[config.mk]
export PLATFORM = sky130hd
export DESIGN_NAME = instr_fetch_flat
export DESIGN_NICKNAME = d
export VERILOG_FILES = /design/src/rtl/instr_fetch_pkg.sv /design/src/rtl/instr_fetch_if.sv /design/src/rtl/instr_fetch_prog_ram.sv /design/src/rtl/instr_fetch.sv /design/src/flat_wrapper.sv
export SDC_FILE = /design/constraint.sdc
export NUM_CORES = 1
export LEC_CHECK = 0
export CORE_MARGIN = 2
export CORE_UTILIZATION = 40
export DETAILED_ROUTE_END_ITERATION = 8
export PLACE_DENSITY = 0.6
export SYNTH_ARGS = -nofsm -noshare
export SYNTH_HDL_FRONTEND = slang
export SYNTH_SLANG_ARGS = --single-unit
export TNS_END_PERCENT = 1
[constraint.sdc]
create_clock -name clk -period 4.9 [get_ports clk]
set_input_delay 0.735 -clock clk [delete_from_list [all_inputs] [get_ports clk]]
set_output_delay 0.735 -clock clk [all_outputs]
set_load 0.02 [all_outputs]
[src/rtl/instr_fetch_pkg.sv]
// Shared constants, state encoding and decode helper for the instruction fetch sequencer.
package instr_fetch_pkg;

    localparam int PROG_DEPTH   = 32;
    localparam int ADDR_W       = $clog2(PROG_DEPTH);
    localparam int DATA_W       = 16;
    localparam int EXEC_TIMEOUT = 8;
    localparam int TMR_W        = $clog2(EXEC_TIMEOUT);

    localparam logic [DATA_W-1:0] HALT_WORD = 16'hFFFF;
    localparam logic [2:0]        OP_MVI    = 3'b001;

    typedef enum logic [2:0] {
        IDLE   = 3'd0,
        FETCH  = 3'd1,
        DECODE = 3'd2,
        IMM    = 3'd3,
        EXEC   = 3'd4,
        HALT   = 3'd5
    } state_t;

    // mvi carries a trailing immediate word
    function automatic logic is_mvi(input logic [DATA_W-1:0] word);
        return word[8:6] == OP_MVI;
    endfunction

endpackage

[src/rtl/instr_fetch_if.sv]
// Program-load and core-side signals of the fetch sequencer, bundled for port hookup.
interface instr_fetch_if;
    import instr_fetch_pkg::*;

    logic              ld_valid;
    logic [ADDR_W-1:0] ld_addr;
    logic [DATA_W-1:0] ld_data;
    logic              ld_ready;
    logic              start;
    logic              done;
    logic              run;
    logic [DATA_W-1:0] din;
    logic [ADDR_W-1:0] pc;
    logic              halted;
    logic              err;

    modport master (
        output ld_valid, ld_addr, ld_data, start, done,
        input  ld_ready, run, din, pc, halted, err
    );

    modport slave (
        input  ld_valid, ld_addr, ld_data, start, done,
        output ld_ready, run, din, pc, halted, err
    );

endinterface

[src/rtl/instr_fetch_prog_ram.sv]
// Program store: 32x16 RAM with one write port and one registered read port.
// Contents are never reset so a program survives a core reset.
module prog_ram
    import instr_fetch_pkg::*;
(
    input  logic              clk,
    input  logic              i_wr_en,
    input  logic [ADDR_W-1:0] i_wr_addr,
    input  logic [DATA_W-1:0] i_wr_data,
    input  logic [ADDR_W-1:0] i_rd_addr,
    output logic [DATA_W-1:0] o_rd_data
);

    logic [DATA_W-1:0] r_mem [PROG_DEPTH];
    logic [DATA_W-1:0] r_rd_data;

    always_ff @(posedge clk) begin
        if (i_wr_en) begin
            r_mem[i_wr_addr] <= i_wr_data;
        end
        r_rd_data <= r_mem[i_rd_addr];
    end

    assign o_rd_data = r_rd_data;

endmodule

[src/rtl/instr_fetch.sv]
// Instruction fetch sequencer: loads a program, then feeds instructions and
// immediates to the core one at a time, with a watchdog on each execution.
//
//   state  | meaning
//   IDLE   | after reset; program load allowed, waiting for start
//   FETCH  | read of mem[pc] issued
//   DECODE | instruction word on RAM output; read of mem[pc+1] issued
//   IMM    | immediate word on RAM output (mvi only)
//   EXEC   | run high, waiting for core done or watchdog expiry
//   HALT   | halt word or timeout seen; program load allowed, waiting for start
module instr_fetch
    import instr_fetch_pkg::*;
(
    input  logic         clk,
    input  logic         resetn,
    instr_fetch_if.slave bus
);

    state_t            r_state;
    logic [ADDR_W-1:0] r_pc;
    logic [DATA_W-1:0] r_ir;
    logic [DATA_W-1:0] r_imm;
    logic              r_mvi;
    logic [TMR_W-1:0]  r_cnt;
    logic              r_run;
    logic [DATA_W-1:0] r_din;
    logic              r_halted;
    logic              r_err;
    logic              r_ld_ready;

    logic              w_wr_en;
    logic [ADDR_W-1:0] w_pc_inc1;
    logic [ADDR_W-1:0] w_rd_addr;
    logic [DATA_W-1:0] w_rd_data;

    assign w_wr_en   = bus.ld_valid & r_ld_ready;
    assign w_pc_inc1 = r_pc + ADDR_W'(1);
    // DECODE prefetches the word after the instruction so IMM has it without a stall
    assign w_rd_addr = (r_state == DECODE) ? w_pc_inc1 : r_pc;

    prog_ram u_prog_ram (
        .clk       (clk),
        .i_wr_en   (w_wr_en),
        .i_wr_addr (bus.ld_addr),
        .i_wr_data (bus.ld_data),
        .i_rd_addr (w_rd_addr),
        .o_rd_data (w_rd_data)
    );

    always_ff @(posedge clk) begin
        if (!resetn) begin
            r_state    <= IDLE;
            r_pc       <= '0;
            r_ir       <= '0;
            r_imm      <= '0;
            r_mvi      <= 1'b0;
            r_cnt      <= '0;
            r_run      <= 1'b0;
            r_din      <= '0;
            r_halted   <= 1'b0;
            r_err      <= 1'b0;
            r_ld_ready <= 1'b1;
        end else begin
            case (r_state)
                IDLE, HALT: begin
                    if (bus.start) begin
                        r_state    <= FETCH;
                        r_pc       <= '0;
                        r_err      <= 1'b0;
                        r_halted   <= 1'b0;
                        r_ld_ready <= 1'b0;
                    end
                end
                FETCH: begin
                    r_state <= DECODE;
                end
                DECODE: begin
                    r_ir  <= w_rd_data;
                    r_mvi <= is_mvi(w_rd_data);
                    if (w_rd_data == HALT_WORD) begin
                        r_state    <= HALT;
                        r_halted   <= 1'b1;
                        r_ld_ready <= 1'b1;
                    end else if (is_mvi(w_rd_data)) begin
                        r_state <= IMM;
                    end else begin
                        r_state <= EXEC;
                        r_run   <= 1'b1;
                        r_din   <= w_rd_data;
                        r_cnt   <= '0;
                    end
                end
                IMM: begin
                    r_imm   <= w_rd_data;
                    r_state <= EXEC;
                    r_run   <= 1'b1;
                    r_din   <= r_ir;
                    r_cnt   <= '0;
                end
                EXEC: begin
                    if (bus.done) begin
                        r_pc    <= r_pc + (r_mvi ? ADDR_W'(2) : ADDR_W'(1));
                        r_state <= FETCH;
                        r_run   <= 1'b0;
                        r_din   <= '0;
                    end else if (r_cnt == TMR_W'(EXEC_TIMEOUT - 1)) begin
                        r_err      <= 1'b1;
                        r_state    <= HALT;
                        r_halted   <= 1'b1;
                        r_ld_ready <= 1'b1;
                        r_run      <= 1'b0;
                        r_din      <= '0;
                    end else begin
                        r_cnt <= r_cnt + TMR_W'(1);
                        r_din <= r_mvi ? r_imm : r_ir;
                    end
                end
                default: begin
                    r_state <= IDLE;
                end
            endcase
        end
    end

    assign bus.ld_ready = r_ld_ready;
    assign bus.run      = r_run;
    assign bus.din      = r_din;
    assign bus.pc       = r_pc;
    assign bus.halted   = r_halted;
    assign bus.err      = r_err;

endmodule
[src/flat_wrapper.sv]
// flat-port wrapper written by rule: the top's interface ports become plain ports
module instr_fetch_flat import instr_fetch_pkg::*;
  (clk, resetn, bus_ld_valid, bus_ld_addr, bus_ld_data, bus_start, bus_done, bus_ld_ready, bus_run, bus_din, bus_pc, bus_halted, bus_err);
  instr_fetch_if bus_i ();
  input  logic clk;
  input  logic resetn;
  input wire logic [$bits(bus_i.ld_valid)-1:0] bus_ld_valid;
  input wire logic [$bits(bus_i.ld_addr)-1:0] bus_ld_addr;
  input wire logic [$bits(bus_i.ld_data)-1:0] bus_ld_data;
  input wire logic [$bits(bus_i.start)-1:0] bus_start;
  input wire logic [$bits(bus_i.done)-1:0] bus_done;
  output wire logic [$bits(bus_i.ld_ready)-1:0] bus_ld_ready;
  output wire logic [$bits(bus_i.run)-1:0] bus_run;
  output wire logic [$bits(bus_i.din)-1:0] bus_din;
  output wire logic [$bits(bus_i.pc)-1:0] bus_pc;
  output wire logic [$bits(bus_i.halted)-1:0] bus_halted;
  output wire logic [$bits(bus_i.err)-1:0] bus_err;
  assign bus_i.ld_valid = bus_ld_valid;
  assign bus_i.ld_addr = bus_ld_addr;
  assign bus_i.ld_data = bus_ld_data;
  assign bus_i.start = bus_start;
  assign bus_i.done = bus_done;
  assign bus_ld_ready = bus_i.ld_ready;
  assign bus_run = bus_i.run;
  assign bus_din = bus_i.din;
  assign bus_pc = bus_i.pc;
  assign bus_halted = bus_i.halted;
  assign bus_err = bus_i.err;
  instr_fetch u_core (.clk(clk), .resetn(resetn), .bus(bus_i));
endmodule
==> flow_summary_export.csv, run 1 <==
group,metric,value,unit
status,outcome,"finished clean",
global_route,largest_net_degree_at_the_start_of_global_routing,55,
yosys,asyncSetResetFlopFracSynth,0,%
die,die_area,59050,um^2
drt,overall_routed_net_length,54.85,mm
setup_path,cpPeakStageDelay,0.61,ns
yosys,synth_warnings,0,
setup_path,master_of_the_slowest_instance_on_the_critical_path,"sky130_fd_sc_hd__nor4bb_1",
timing,setup_ws,1.489,ns
pwr,power.share.switching,21.74,%
drt,route.detailed.drc,0,
timing,final.setup.tns,0,ns
pwr,ir_drop,0.3962,mV
clocking,clkSlewWorstSetupHoldPaths,0.06,ns
clocking,post-cts-setup-buffers,0,
yosys,ys_dominant_reg_cell,"sky130_fd_sc_hd__edfxtp_1",
setup_path,cp.arrival,3.86,ns
setup_path,worst-path-buf-inv,1,
drt,vias_per_cell,5.677,
cells_and_area,antenna_cells,0,
cells_and_area,layout-drive-gt1-share,21.38,%
setup_path,critical_path_start_type,"flip-flop",
clocking,clock_tree.htree_level_count,2,
timing,report.final.setup_viol,0,
global_route,antenna_violations_before_repair,1,
clocking,cts.root.buffer_cell,"sky130_fd_sc_hd__clkbuf_16",
timing,tightest_slew,1.291,ns
timing,timing.final.hold_violations,0,
cells_and_area,syn_to_final_growth,15.90,%
setup_path,cp_max_fo,51,
timing,report.final.slew_viol_count,0,
placement,dp.final_hpwl,32.96,mm
global_route,global_route.overflow_total,0,
yosys,synth_cell_types,51,
cells_and_area,finish.net_count,1358,
die,initial_utilization,40.52,%
drt,antenna_violating_nets_post_route,0,
drt,dr_total_vias,12100,
cells_and_area,fillers,4837,
placement,io_buffers,50,
yosys,average_size_of_a_mapped_cell,18.73,um^2
yosys,synthCells,1220,
setup_path,worst_r2r_startpoint,"u_core.bus.pc[1]$_SDFFE_PN0P_",
pwr,comb_power_share,7.5,%
clocking,cts_buffer_depth,3,
setup_path,critical_path.startpoint,"u_core.bus.pc[1]$_SDFFE_PN0P_",
clocking,tritoncts_num_sinks,592,
global_route,track_usage,18.61,%
die,x_dimension_of_the_die,243,um
clocking,clk-insertion-delay-late,0.62,ns
cells_and_area,final_core_util,46.96,%
timing,whs,0.4632,ns
setup_path,path_cells,"ha_1 -> nor4bb_1 -> xor2_4 -> buf_12 -> mux4_2 -> a22oi_1 -> nand4_1",
pwr,p_int,8.510,mW
yosys,synth_area,22850,um^2
clocking,tritoncts,"done",
yosys,syn-num-nets,1252,
global_route,first_global_vias,11880,
die,die_height,243,um
min_path,worst_hold_path_type,"reg2reg",
die,row_count,87,
cells_and_area,final-seq-area,16980,um^2
yosys,synth_enable_flop_cells,512,
cells_and_area,layout.cells.non_filler,2131,
timing,min_period,3.411,ns
placement,globalplace.congestion,0.7972,
setup_path,setup.worst_path.end_class,"flip-flop",
cells_and_area,footprint_of_the_multi_input_gates,5574,um^2
timing,timing.max_slew.rel_slack,13.70,%
placement,placedCellCount,2022,
clocking,num_cts_buffers,58,
run,timing.max_cap.violations,0,
setup_path,worstSetupPathType,"reg2reg",
timing,rsz0062_at_grt,"false",
drt,drtIter0Drc,1336,
die,pin_count,51,
placement,detailedPlace.worstSlack,1.507,ns
global_route,grt_pass1_wl,81.01,mm
setup_path,critPathTopFamily,"simple AND/OR/NAND/NOR gates",
pwr,overall_power,10.87,mW
timing,fraction_of_the_cycle_the_final_worst_path_needs,69.61,%
clocking,post_cts_hold_buffer_count,0,
pwr,total_switching_power,2.364,mW
cells_and_area,layout.cell_area.non_filler,26480,um^2
pwr,clkPwrFrac,40.8,%
drt,avgRoutedWirePerCell,25.74,um
setup_path,crit_required,5.35,ns
yosys,seq_area_frac_synth,74.30,%
clocking,number_of_gates_resized_after_cts,0,
timing,maxClockFrequency,293.2,MHz
min_path,holdCritStartpoint,"u_core.r_imm[2]$_SDFFE_PN0N_",
drt,dr.pass1.iters,7,
timing,worst_clock_skew,0.01345,ns
pwr,power.leakage,8.616,nW
placement,placed_cell_area,24590,um^2
pwr,ratio_of_total_power_to_cell_area,410.6,nW/um^2
die,design.core.area,56390,um^2
yosys,ys_ff_latch,592,
pwr,power_frac_seq,51.7,%
-- state kept, by name (all words and copies together) (netlist names) --
signal and flops:
u_core.r_ir 16, u_core.bus.run 1, u_core.bus.err 1, u_core.bus.ld_ready 1
u_core.bus.halted 1, u_core.r_imm 16, u_core.r_cnt 3, u_core.u_prog_ram.r_mem 512
u_core.bus.din 16, u_core.r_state 3, u_core.bus.pc 5, u_core.u_prog_ram.o_rd_data 16
u_core.r_mvi 1
-- final timing paths --
check / endpoint / slack (ns) / cells after the start
max: u_core.u_prog_ram.o_rd_data[4]$_DFF_P_ / 1.49 / 7
min: u_core.r_imm[2]$_SDFFE_PN0N_ / 0.46 / 2
max reg2reg: u_core.u_prog_ram.o_rd_data[4]$_DFF_P_ / 1.49 / 7
min reg2reg: u_core.r_imm[2]$_SDFFE_PN0N_ / 0.46 / 2
-- area by class of cell --
| class | count | area share (%) |
|---|---|---|
| Tap cell | 756 | 3.572 |
| Clock buffer | 80 | 6.024 |
| Sequential cell | 592 | 64.11 |
| Timing Repair Buffer | 118 | 4.101 |
| Clock inverter | 29 | 1.120 |
| Multi-Input combinational cell | 554 | 21.05 |
| Inverter | 2 | 0.02835 |
-- cell usage in the layout (no fill, tap or decap), drive strengths merged, types with 3 or more instances in the layout --
cell type	instances
o21a	4
and3	48
mux2i	3
mux4	128
inv	3
a222oi	16
edfxtp	512
clkdlybuf4s50	50
nand3b	5
clkinvlp	5
a21boi	36
o21ai	9
clkinv	17
buf	68
ha	5
bufinv	6
nand3	5
and2	4
clkbuf	80
nor3b	7
nor2	43
or3	5
a22oi	17
a21o	3
xor2	3
or3b	4
a21oi	38
nand4	22
nand2	98
dfxtp	80
o211a	19
a31oi	16
-- cell families (layout without fill, tap and decap cells) --
| family | count (synthesis) | count (layout) | synth area share (%) |
|---|---|---|---|
| AO/OA/AOI/OAI | 161 | 161 | 5.284 |
| XOR/XNOR | 4 | 4 | 0.1534 |
| adder cells (fa/ha/maj) | 6 | 6 | 0.3614 |
| buffers and inverters | 74 | 229 | 1.561 |
| flip-flops | 592 | 592 | 74.30 |
| multiplexers | 132 | 132 | 12.80 |
| AND/OR/NAND/NOR | 251 | 251 | 5.542 |
-- power groups by stage --
stage	clock network [mW]	logic [mW]	registers, mW
floorplan	0	0.499	5.71
global placement	0	0.815	5.72
detailed placement	0	0.823	5.73
CTS	4.53	0.825	5.62
global route	4.71	0.876	5.63
finish	4.44	0.812	5.62
-- cell usage after synthesis (all sizes together), types with 4 or more instances --
cell,number,area [um^2]
edfxtp,512,15370
mux4,128,2883
nand2,98,367.9
dfxtp,80,1602
and3,48,300.3
nor2,43,161.4
a21oi,38,190.2
buf,37,216.5
a21boi,36,270.3
clkbuf,35,132.6
nand4,22,137.6
o211a,19,190.2
a22oi,17,132.6
a222oi,16,160.2
a31oi,16,100.1
o21ai,9,48.80
nor3b,7,63.81
ha,5,62.56
nand3,5,25.02
nand3b,5,37.54
or3,5,36.28
and2,4,25.02
o21a,4,30.03
or3b,4,35.04
-- layer usage --
metal	routed length, um	up-vias	track usage [%]
met4	1210	0	4.764
met3	3423	73	2.897
met2	26040	408	29.76
met1	24170	6434	26.80
met5	0	-	0
li1	-	5183	-
-- worst reg2reg max path, delay by kind of cell, from the launching register on --
family / cells / cell delay (ns)
simple gates: 2 / 0.78
fa+ha+maj: 1 / 0.24
mux: 1 / 0.45
xor+xnor: 1 / 0.44
buf+inv: 1 / 0.35
flops: 1 / 0.55
compound gates: 1 / 0.45
(Power assumes the default switching activity.)
==> inputs of run 2 (changes only) <==
--- a/config.mk
+++ b/config.mk
@@ -8,7 +8,7 @@
 export CORE_MARGIN = 2
 export CORE_UTILIZATION = 40
 export DETAILED_ROUTE_END_ITERATION = 8
-export PLACE_DENSITY = 0.6
+export PLACE_DENSITY = 0.62
 export SYNTH_ARGS = -nofsm -noshare
 export SYNTH_HDL_FRONTEND = slang
 export SYNTH_SLANG_ARGS = --single-unit
==> constraint.sdc (replaced) <==
create_clock -name clk -period 3 [get_ports clk]
set_input_delay 0.45 -clock clk [delete_from_list [all_inputs] [get_ports clk]]
set_output_delay 0.45 -clock clk [all_outputs]
set_load 0.02 [all_outputs]
==> run 2 against run 1 <==
  * Design area grew 1.5%
  * Global-route usage grew 0.20 points
  * Setup slack lost 1.3 ns
  * Non-clock buffer count grew 48
==> flow_summary_export.csv, run 2 (synthesized netlist as in run 1, its figures left out) <==
group,metric,value,unit
clocking,num_cts_buffers,56,
cells_and_area,largest_reg_flops,512,
clocking,tritoncts,"done",
global_route,antenna_violations_before_repair,0,
cells_and_area,footprint_of_the_multi_input_gates,5584,um^2
min_path,worst_hold_path_type,"reg2reg",
cells_and_area,layout-drive-gt1-share,24.28,%
timing,final.setup.tns,0,ns
drt,antenna_violating_nets_post_route,0,
pwr,power.leakage,8.862,nW
placement,placedCellCount,2070,
setup_path,crit_required,3.48,ns
drt,route.detailed.drc,0,
clocking,post-cts-setup-buffers,0,
cells_and_area,max_flop_register,"u_core.u_prog_ram.r_mem",
cells_and_area,most_used_cells_in_the_layout_excluding_fill_and_tap_cells,"sky130_fd_sc_hd__edfxtp_1, sky130_fd_sc_hd__mux4_2, sky130_fd_sc_hd__buf_4",
cells_and_area,finish.net_count,1404,
cells_and_area,fillers,4748,
drt,dr.pass1.iters,8,
die,row_count,87,
timing,timing.max_slew.rel_slack,36.16,%
clocking,cts.root.buffer_cell,"sky130_fd_sc_hd__clkbuf_16",
clocking,tritoncts_num_sinks,592,
run,timing.max_cap.violations,0,
cells_and_area,layout.cells.non_filler,2173,
die,initial_utilization,40.52,%
clocking,clkSlewWorstSetupHoldPaths,0.06,ns
cells_and_area,antenna_cells,0,
timing,whs,0.4630,ns
setup_path,cp.arrival,3.33,ns
clocking,cts_buffer_depth,3,
timing,setup_ws,0.1505,ns
pwr,ratio_of_total_power_to_cell_area,661.2,nW/um^2
drt,vias_per_cell,5.617,
timing,report.final.setup_viol,0,
placement,globalplace.congestion,0.7916,
status,outcome,"finished clean",
cells_and_area,final-seq-area,16980,um^2
placement,io_buffers,50,
timing,tightest_slew,0.9576,ns
timing,maxClockFrequency,350.9,MHz
timing,timing.final.hold_violations,0,
setup_path,worstSetupPathType,"reg2reg",
drt,dr_total_vias,12210,
global_route,global_route.overflow_total,0,
setup_path,critical_path_start_type,"flip-flop",
clocking,clk-insertion-delay-late,0.63,ns
pwr,overall_power,17.77,mW
timing,rsz0062_at_grt,"false",
setup_path,setup.worst_path.end_class,"flip-flop",
pwr,ir_drop,0.4587,mV
clocking,clock_tree.htree_level_count,2,
placement,dp.final_hpwl,33.76,mm
global_route,track_usage,18.81,%
timing,worst_clock_skew,0.02206,ns
die,design.core.area,56390,um^2
global_route,largest_net_degree_at_the_start_of_global_routing,49,
timing,fraction_of_the_cycle_the_final_worst_path_needs,94.98,%
die,pin_count,51,
drt,avgRoutedWirePerCell,25.50,um
global_route,first_global_vias,12150,
die,die_area,59050,um^2
cells_and_area,syn_to_final_growth,17.64,%
setup_path,cp_max_fo,27,
placement,detailedPlace.worstSlack,0.1665,ns
global_route,grt_pass1_wl,81.21,mm
drt,overall_routed_net_length,55.41,mm
cells_and_area,most_frequent_standard_cell_in_the_layout_excluding_fill_and_tap_cells,"sky130_fd_sc_hd__edfxtp_1",
timing,report.final.slew_viol_count,0,
drt,drtIter0Drc,1441,
timing,min_period,2.849,ns
die,x_dimension_of_the_die,243,um
die,die_height,243,um
-- run 2: stage by stage --
stage | utilization (%) | area [um^2]
detailed placement | 44.32 | 24990
global placement | 44.32 | 24990
floorplan | - | 22850
finish | 47.67 | 26880
global route | 47.67 | 26880
CTS | 47.63 | 26860
-- run 2: area by class of cell --
| type | count | area share [%] |
|---|---|---|
| flip-flops and latches | 592 | 63.16 |
| multi-input cells | 554 | 20.78 |
| well taps | 756 | 3.519 |
| repair buffers | 166 | 5.567 |
| clock buffers | 74 | 5.540 |
| inverters | 2 | 0.02793 |
| clock inverters | 29 | 1.410 |
-- run 2: repair_timing --
action                                  4_1_cts  5_1_grt
hold endpoints to repair                      0        0
hold buffers                                  0        0
endpoints found under the setup margin        0        2
gates resized for setup                       0        3
-- run 2: critical path: stages (launching register included) --
cell and delay, ns:
sky130_fd_sc_hd__dfxtp_1 0.33, sky130_fd_sc_hd__buf_4 0.17, sky130_fd_sc_hd__nor4bb_2 0.33, sky130_fd_sc_hd__buf_4 0.19, sky130_fd_sc_hd__xor2_4 0.22, sky130_fd_sc_hd__buf_12 0.24, sky130_fd_sc_hd__buf_4 0.28, sky130_fd_sc_hd__mux4_2 0.32
sky130_fd_sc_hd__and3_1 0.21, sky130_fd_sc_hd__a21oi_1 0.26, sky130_fd_sc_hd__nand4_1 0.13
-- run 2: power breakdown --
| part | switching (mW) | leakage (nW) | internal, mW |
|---|---|---|---|
| logic | 0.722 | 2.70 | 0.667 |
| registers | 0.109 | 5.26 | 9.06 |
| clock network | 3.03 | 0.894 | 4.18 |
| total | 3.86 | 8.86 | 13.9 |
-- run 2: final timing paths --
check / slack [ns] / to / cells after the start / from
hold reg to reg: 0.46 / u_core.r_ir[9]$_SDFFE_PN0N_ / 2 / u_core.r_ir[9]$_SDFFE_PN0N_
setup reg to reg: 0.15 / u_core.u_prog_ram.o_rd_data[0]$_DFF_P_ / 10 / u_core.r_state[1]$_SDFFE_PN0P_
setup / recovery: 0.15 / u_core.u_prog_ram.o_rd_data[0]$_DFF_P_ / 10 / u_core.r_state[1]$_SDFFE_PN0P_
hold / removal: 0.46 / u_core.r_ir[9]$_SDFFE_PN0N_ / 2 / u_core.r_ir[9]$_SDFFE_PN0N_
-- run 2: routing by layer --
layer,vias to the layer above,track usage (%),routed length [um]
met1,6398,26.21,23610
met5,-,0,0
met2,454,29.78,26330
met4,0,5.521,1465
met3,81,4.191,4006
li1,5273,-,-
